File: src/rtl/lsu_arb_pkg.sv
// Shared types for the LSU arbiter: FSM states, transaction owner and access kind.
package lsu_arb_pkg;

    typedef enum logic [1:0] {IDLE, RD_WAIT, MERGE_WR, RESP} state_e;
    typedef enum logic {OWN_CORE, OWN_DBG} owner_e;
    typedef enum logic [1:0] {OP_READ, OP_WR_FULL, OP_WR_PART, OP_WR_NONE} op_e;

    localparam logic [3:0] BMASK_FULL = 4'b1111;
    localparam logic [3:0] BMASK_NONE = 4'b0000;

    function automatic op_e core_op(input logic wren, input logic [3:0] bmask);
        if (!wren) return OP_READ;
        if (bmask == BMASK_FULL) return OP_WR_FULL;
        if (bmask == BMASK_NONE) return OP_WR_NONE;
        return OP_WR_PART;
    endfunction

endpackage

File: src/rtl/lsu_byte_merge.sv
// Byte-lane merge for read-modify-write: enabled lanes come from the new word.
module lsu_byte_merge (
    input  logic [31:0] i_old_word,
    input  logic [31:0] i_new_word,
    input  logic [3:0]  i_bmask,
    output logic [31:0] o_merged
);

    always_comb begin
        o_merged = i_old_word;
        for (int b = 0; b < 4; b++) begin
            if (i_bmask[b]) o_merged[8*b +: 8] = i_new_word[8*b +: 8];
        end
    end

endmodule

File: src/rtl/lsu_arbiter.sv
// Arbitrates core and debug accesses onto one word-wide memory port, with
// read-modify-write for partial core stores and bounded debug starvation.
module lsu_arbiter
    import lsu_arb_pkg::*;
#(
    parameter int P_DBG_MAX_WAIT = 3
) (
    input  logic        i_clk,
    input  logic        i_rst_n,
    input  logic        i_core_req,
    input  logic        i_core_wren,
    input  logic [31:0] i_core_addr,
    input  logic [31:0] i_core_wdata,
    input  logic [3:0]  i_core_bmask,
    output logic        o_core_gnt,
    output logic        o_core_done,
    output logic [31:0] o_core_rdata,
    output logic        o_core_stall,
    input  logic        i_dbg_req,
    input  logic        i_dbg_wren,
    input  logic [31:0] i_dbg_addr,
    input  logic [31:0] i_dbg_wdata,
    output logic        o_dbg_gnt,
    output logic        o_dbg_done,
    output logic [31:0] o_dbg_rdata,
    output logic [29:0] o_mem_addr,
    output logic        o_mem_wren,
    output logic [31:0] o_mem_wdata,
    input  logic [31:0] i_mem_rdata
);

    localparam int SW = $clog2(P_DBG_MAX_WAIT + 1);
    localparam logic [SW-1:0] STARVE_MAX = SW'(P_DBG_MAX_WAIT);

    state_e        state_q, state_d;
    owner_e        owner_q, owner_d;
    op_e           op_q, op_d;
    logic [29:0]   addr_q, addr_d;
    logic [3:0]    mask_q, mask_d;
    logic [31:0]   wdata_q, wdata_d;
    logic [SW-1:0] starve_q, starve_d;
    logic [31:0]   rd_q;
    logic [31:0]   core_rdata_q;
    logic [31:0]   dbg_rdata_q;

    logic          core_gnt, dbg_gnt, mem_wren;
    logic [29:0]   mem_addr;
    logic [31:0]   mem_wdata, merged;

    logic          unused_addr_lsbs;
    assign unused_addr_lsbs = ^{i_core_addr[1:0], i_dbg_addr[1:0]};

    lsu_byte_merge u_merge (
        .i_old_word (rd_q),
        .i_new_word (wdata_q),
        .i_bmask    (mask_q),
        .o_merged   (merged)
    );

    always_comb begin
        state_d   = state_q;
        owner_d   = owner_q;
        op_d      = op_q;
        addr_d    = addr_q;
        mask_d    = mask_q;
        wdata_d   = wdata_q;
        starve_d  = starve_q;
        core_gnt  = 1'b0;
        dbg_gnt   = 1'b0;
        mem_addr  = '0;
        mem_wren  = 1'b0;
        mem_wdata = '0;

        case (state_q)
            IDLE: begin
                if (i_core_req && !(i_dbg_req && starve_q == STARVE_MAX)) begin
                    core_gnt = 1'b1;
                end else if (i_dbg_req) begin
                    dbg_gnt = 1'b1;
                end

                if (core_gnt) begin
                    owner_d = OWN_CORE;
                    op_d    = core_op(i_core_wren, i_core_bmask);
                    addr_d  = i_core_addr[31:2];
                    mask_d  = i_core_bmask;
                    wdata_d = i_core_wdata;
                    if (i_dbg_req && starve_q != STARVE_MAX) starve_d = starve_q + 1'b1;
                end else if (dbg_gnt) begin
                    owner_d  = OWN_DBG;
                    op_d     = i_dbg_wren ? OP_WR_FULL : OP_READ;
                    addr_d   = i_dbg_addr[31:2];
                    mask_d   = BMASK_FULL;
                    wdata_d  = i_dbg_wdata;
                    starve_d = '0;
                end
                if (!i_dbg_req) starve_d = '0;

                if (core_gnt || dbg_gnt) begin
                    // Partial stores read the old word first, exactly like a load.
                    state_d = (op_d == OP_READ || op_d == OP_WR_PART) ? RD_WAIT : RESP;
                    if (op_d != OP_WR_NONE) mem_addr = addr_d;
                    if (op_d == OP_WR_FULL) begin
                        mem_wren  = 1'b1;
                        mem_wdata = wdata_d;
                    end
                end
            end
            RD_WAIT: state_d = (op_q == OP_WR_PART) ? MERGE_WR : RESP;
            MERGE_WR: begin
                mem_addr  = addr_q;
                mem_wren  = 1'b1;
                mem_wdata = merged;
                state_d   = RESP;
            end
            RESP:    state_d = IDLE;
            default: state_d = IDLE;
        endcase
    end

    always_ff @(posedge i_clk or negedge i_rst_n) begin
        if (!i_rst_n) begin
            state_q      <= IDLE;
            owner_q      <= OWN_CORE;
            op_q         <= OP_READ;
            addr_q       <= '0;
            mask_q       <= '0;
            wdata_q      <= '0;
            starve_q     <= '0;
            rd_q         <= '0;
            core_rdata_q <= '0;
            dbg_rdata_q  <= '0;
        end else begin
            state_q  <= state_d;
            owner_q  <= owner_d;
            op_q     <= op_d;
            addr_q   <= addr_d;
            mask_q   <= mask_d;
            wdata_q  <= wdata_d;
            starve_q <= starve_d;
            if (state_q == RD_WAIT) begin
                rd_q <= i_mem_rdata;
                if (op_q == OP_READ && owner_q == OWN_CORE) core_rdata_q <= i_mem_rdata;
                if (op_q == OP_READ && owner_q == OWN_DBG)  dbg_rdata_q  <= i_mem_rdata;
            end
        end
    end

    // Grant and memory strobes decode straight from requests in IDLE, so hold them off during reset.
    assign o_core_gnt   = core_gnt & i_rst_n;
    assign o_dbg_gnt    = dbg_gnt & i_rst_n;
    assign o_mem_wren   = mem_wren & i_rst_n;
    assign o_mem_addr   = i_rst_n ? mem_addr : '0;
    assign o_mem_wdata  = i_rst_n ? mem_wdata : '0;

    assign o_core_done  = (state_q == RESP) && (owner_q == OWN_CORE);
    assign o_dbg_done   = (state_q == RESP) && (owner_q == OWN_DBG);
    assign o_core_rdata = core_rdata_q;
    assign o_dbg_rdata  = dbg_rdata_q;
    assign o_core_stall = i_core_req & ~o_core_done;

endmodule

File: config.mk
export PLATFORM = sky130hd
export DESIGN_NAME = lsu_arbiter
export DESIGN_NICKNAME = d
export VERILOG_FILES = /design/src/rtl/lsu_arb_pkg.sv /design/src/rtl/lsu_byte_merge.sv /design/src/rtl/lsu_arbiter.sv
export SDC_FILE = /design/constraint.sdc
export NUM_CORES = 1
export LEC_CHECK = 0
export CAP_MARGIN = 10
export CORE_MARGIN = 2
export CORE_UTILIZATION = 40
export CTS_BUF_LIST = sky130_fd_sc_hd__clkbuf_16
export CTS_CLUSTER_SIZE = 25
export DETAILED_ROUTE_END_ITERATION = 10
export PLACE_DENSITY = 0.85
export SLEW_MARGIN = 40
export SYNTH_ARGS = -nofsm -noshare
export SYNTH_HDL_FRONTEND = slang
export SYNTH_SLANG_ARGS = --single-unit
File: constraint.sdc
create_clock -name i_clk -period 1.95 [get_ports i_clk]
set_clock_uncertainty 0.05 [all_clocks]
set_input_delay 0.2925 -clock i_clk [delete_from_list [all_inputs] [get_ports i_clk]]
set_output_delay 0.2925 -clock i_clk [all_outputs]
set_load 0.02 [all_outputs]
==> flow_summary_export.csv <==
group,metric,value,unit
status,status,"finished with violations",
status,failed_checks,"hold timing, setup timing",
power_and_ir_drop,ir_drop,911,µV
route,vias,8388,
route,first_pass_iters,7,
global_routing,grt_max_degree,122,
die,rows,54,
die,coreArea,21700,µm²
setup_path,timing.rr.end,"addr_q[6]",
setup_path,end_kind,"output pin",
sta,finalMaxSlewViolations,0,
setup_path,slowest_stage,"o21ai_0",
power_and_ir_drop,pwr-share-comb,0.541,
place,io_buffer_count,297,
power_and_ir_drop,clkPwrFrac,0.156,
place,dpl_worst_slack,-0.982,ns
cells_and_area,fillers,1548,
synthesis,yosysWarnings,0,
global_routing,antenna_found_initial,0,
place,place_area,12800,µm²
power_and_ir_drop,power_density,1470,nW/µm²
cts,cts_tree,"yes",
sta,fmax,0.370,GHz
sta,worst_pin_slew,0.668,ns
synthesis,synth_cell_types,36,
global_routing,grt_pass1_vias,8610,
die,die-area,23100,µm²
setup_path,path_buf_inv,2,
run,max_cap_viol_count,0,
die,boundaryPins,302,
setup_path,path_class,"flip-flop to output pin",
place,dp_hpwl,20100,µm
cells_and_area,synthToLayoutAreaGrowth,64.9,%
route,wl,31400,µm
die,die_w,152,µm
route,viasPerCell,5.58,
place,dp.cells,1438,
cells_and_area,multi_input_comb_area,4880,µm²
cts,cts_sinks,169,
setup_path,start_kind,"flip-flop",
synthesis,synth_fp_nets,1029,
sta,period_minus_slack,2.70,ns
sta,fin_hold_ws,-0.00890,ns
route,wire_per_inst,20.9,µm
setup_path,critical_path_arrival,2.36,ns
setup_path,crit_chain,"ha_2, a21bo_4, buf_4, o21ai_0, o22ai_4, buf_6",
sta,finalWorstSetupSlack,-0.754,ns
synthesis,syn_inst,854,
cts,cts_buffers,17,
cells_and_area,final_cell_area,14500,µm²
place,gp_congestion,0.858,
route,detail-route-antenna-nets,0,
die,die_h,152,µm
setup_path,crit_path_start,"starve_q[0]",
cells_and_area,n_antenna_cell,0,
synthesis,ys_seq_elements,169,
cts,cts_buffer_depth,2,
sta,rsz0062_at_grt,"yes",
setup_path,regToRegStartpoint,"starve_q[0]",
power_and_ir_drop,p_sw,8.48,mW
route,drtIter0Drc,475,
synthesis,synth_area,8780,µm²
power_and_ir_drop,power.leakage,6.23,nW
cts,root_buffer,"clkbuf_16",
global_routing,grtUsageTotal,0.255,
cts,path_clk_slew,0.07,ns
synthesis,synth_seq_area_share,0.482,
cells_and_area,finalNonFillerCells,1503,
cells_and_area,drive_gt1_frac,0.317,
power_and_ir_drop,pwr-share-seq,0.303,
die,start_util,0.405,
route,drc,0,
setup_path,crit_path_max_fanout,18,
power_and_ir_drop,switching_share,0.399,
setup_path,crit_end,"o_mem_wdata[2]",
cells_and_area,register_area,4230,µm²
setup_path,worstSetupPathDepth,6,
setup_path,slowest_delay,0.56,ns
sta,setup_viol,66,
global_routing,gr-total-overflow,0,
power_and_ir_drop,intPower,12.8,mW
cts,htreeDepth,4,
setup_path,critPathTopFamily,"compound AO/OA/AOI/OAI gates",
sta,post-route-period-util,1.39,
sta,hold_viol,1,
setup_path,r2r_slack,-0.01,ns
setup_path,reg2reg_depth,6,
cells_and_area,final_nets,1385,
synthesis,syn_avg_cell_area,10.3,µm²
sta,relSlewSlack,0.550,
setup_path,cp.required,1.61,ns
cts,worst_skew_pair.late_latency,0.42,ns
global_routing,grt_pass1_wl,47100,µm
hold_path,worstHoldPathType,"input pin to async pin",
==> layout make-up <==
class                           count  share of cell area
Sequential cell                   169               0.292
Inverter                           16             0.00415
Clock buffer                       17              0.0294
Tap cell                          280              0.0242
Clock inverter                     15              0.0106
Timing Repair Buffer              407               0.302
Multi-Input combinational cell    599               0.337
==> worst min-delay path by stage <==
| stage | startpoint | endpoint | slack (ns) | cells after the start |
|---|---|---|---|---|
| after floorplan | i_rst_n | addr_q[0] | -0.05 | 0 |
| after global placement | i_rst_n | starve_q[0] | 0.06 | 1 |
| after detailed placement | i_rst_n | starve_q[0] | 0.06 | 1 |
| after CTS | i_rst_n | rd_q[23] | 0.01 | 2 |
| after global routing | i_rst_n | rd_q[20] | 0.05 | 2 |
| final | i_rst_n | rd_q[23] | -0.009 | 2 |
==> registers in the layout (all words and copies together), names as in the netlist <==
name,count
op_q,2
mask_q,4
state_q,2
o_dbg_rdata,32
owner_q,1
rd_q,32
addr_q,30
o_core_rdata,32
wdata_q,32
starve_q,2
==> cells by family (layout without fill, tap and decap cells) <==
group           after synthesis  in the layout  share of synthesized area
flops                       169            169                      0.482
compound gates              238            238                      0.155
fa+ha+maj                     5              5                    0.00713
mux                         190            190                      0.230
simple gates                166            166                     0.0797
buf+inv                      86            455                     0.0460
==> cell usage in the layout, fill, tap and decap left out, drive strengths merged, types with 2 or more instances in the layout <==
master	count
buf	170
bufbuf	2
nor2b	2
clkbuf	23
inv	23
o21ai	111
mux2	96
o211ai	10
o22a	4
mux2i	94
clkdlybuf4s50	226
nor2	36
a31oi	2
nand4	3
o22ai	72
dfrtp	169
and2	2
nor4b	2
clkinv	8
nand2	116
a21oi	33
ha	5
==> power by group through the flow <==
| stage | combinational [mW] | clock, mW | sequential, mW |
|---|---|---|---|
| 2_1_floorplan | 5.06 | 0 | 7.00 |
| 3_3_place_gp | 9.85 | 0 | 6.31 |
| 3_5_place_dp | 10.1 | 0 | 6.42 |
| 6_report | 11.5 | 3.31 | 6.43 |
| 4_1_cts | 10.8 | 3.39 | 6.39 |
| 5_1_grt | 12.2 | 3.54 | 6.62 |
==> per-layer routing <==
metal  track usage  share of wire  up-vias
met2         0.428           0.50      367
met3        0.0640          0.062       95
met5             0              0        -
li1              -              -     3799
met1         0.305           0.39     4127
met4         0.133          0.046        0
==> synth_stat cells <==
library cell | instances | area share
buf_1 | 7 | 0.0030
o22a_1 | 4 | 0.0040
ha_1 | 5 | 0.0071
o22ai_1 | 72 | 0.051
buf_4 | 14 | 0.012
o21ai_0 | 102 | 0.058
and3_1 | 1 | 0.00071
nand3_1 | 1 | 0.00057
buf_2 | 23 | 0.013
mux2_1 | 5 | 0.0064
a21boi_2 | 1 | 0.0013
nand2b_1 | 1 | 0.00071
mux2i_1 | 94 | 0.11
dfrtp_1 | 169 | 0.48
nor2_2 | 1 | 0.00071
or4_1 | 1 | 0.00086
nor4b_4 | 2 | 0.0054
nor2b_1 | 2 | 0.0014
a32o_1 | 1 | 0.0011
o21ai_1 | 9 | 0.0051
clkbuf_1 | 26 | 0.011
o211ai_1 | 8 | 0.0068
a31oi_1 | 2 | 0.0014
and2_1 | 2 | 0.0014
mux2_2 | 91 | 0.12
o211ai_2 | 2 | 0.0029
o211a_1 | 1 | 0.0011
a21oi_1 | 33 | 0.019
nor3_2 | 1 | 0.0011
a22oi_1 | 1 | 0.00086
inv_1 | 16 | 0.0068
o221ai_1 | 1 | 0.0010
nand4_1 | 3 | 0.0021
nand2_1 | 116 | 0.050
a21bo_2 | 1 | 0.0011
nor2_1 | 35 | 0.015
==> what timing repair did <==
action,4_1_cts,5_1_grt
endpoints found under the hold margin,48,2
gates resized for setup,376,147
endpoints found under the setup margin,73,73
hold buffers,1,1
buffers inserted,9,11
gates cloned,6,7
pin swaps,26,28
==> worst reg2reg max path, delay by kind of cell, from the launching register on <==
| family | cells | cell delay [ns] |
|---|---|---|
| AOI/OAI and AO/OA | 3 | 0.84 |
| DFF | 1 | 0.40 |
| buffers and inverters | 2 | 0.32 |
| adders and majority gates | 1 | 0.20 |
==> through the flow <==
stage                     setup TNS (ns)  utilization  power (mW)
after floorplan                    -2.14            -        12.1
after global placement            -61.17        0.591        16.2
after detailed placement          -65.79        0.591        16.5
after CTS                         -37.72        0.636        20.6
after global routing              -44.46        0.667        22.4
final                             -38.60        0.667        21.2
Note: power is estimated with default switching activity, not from simulation.
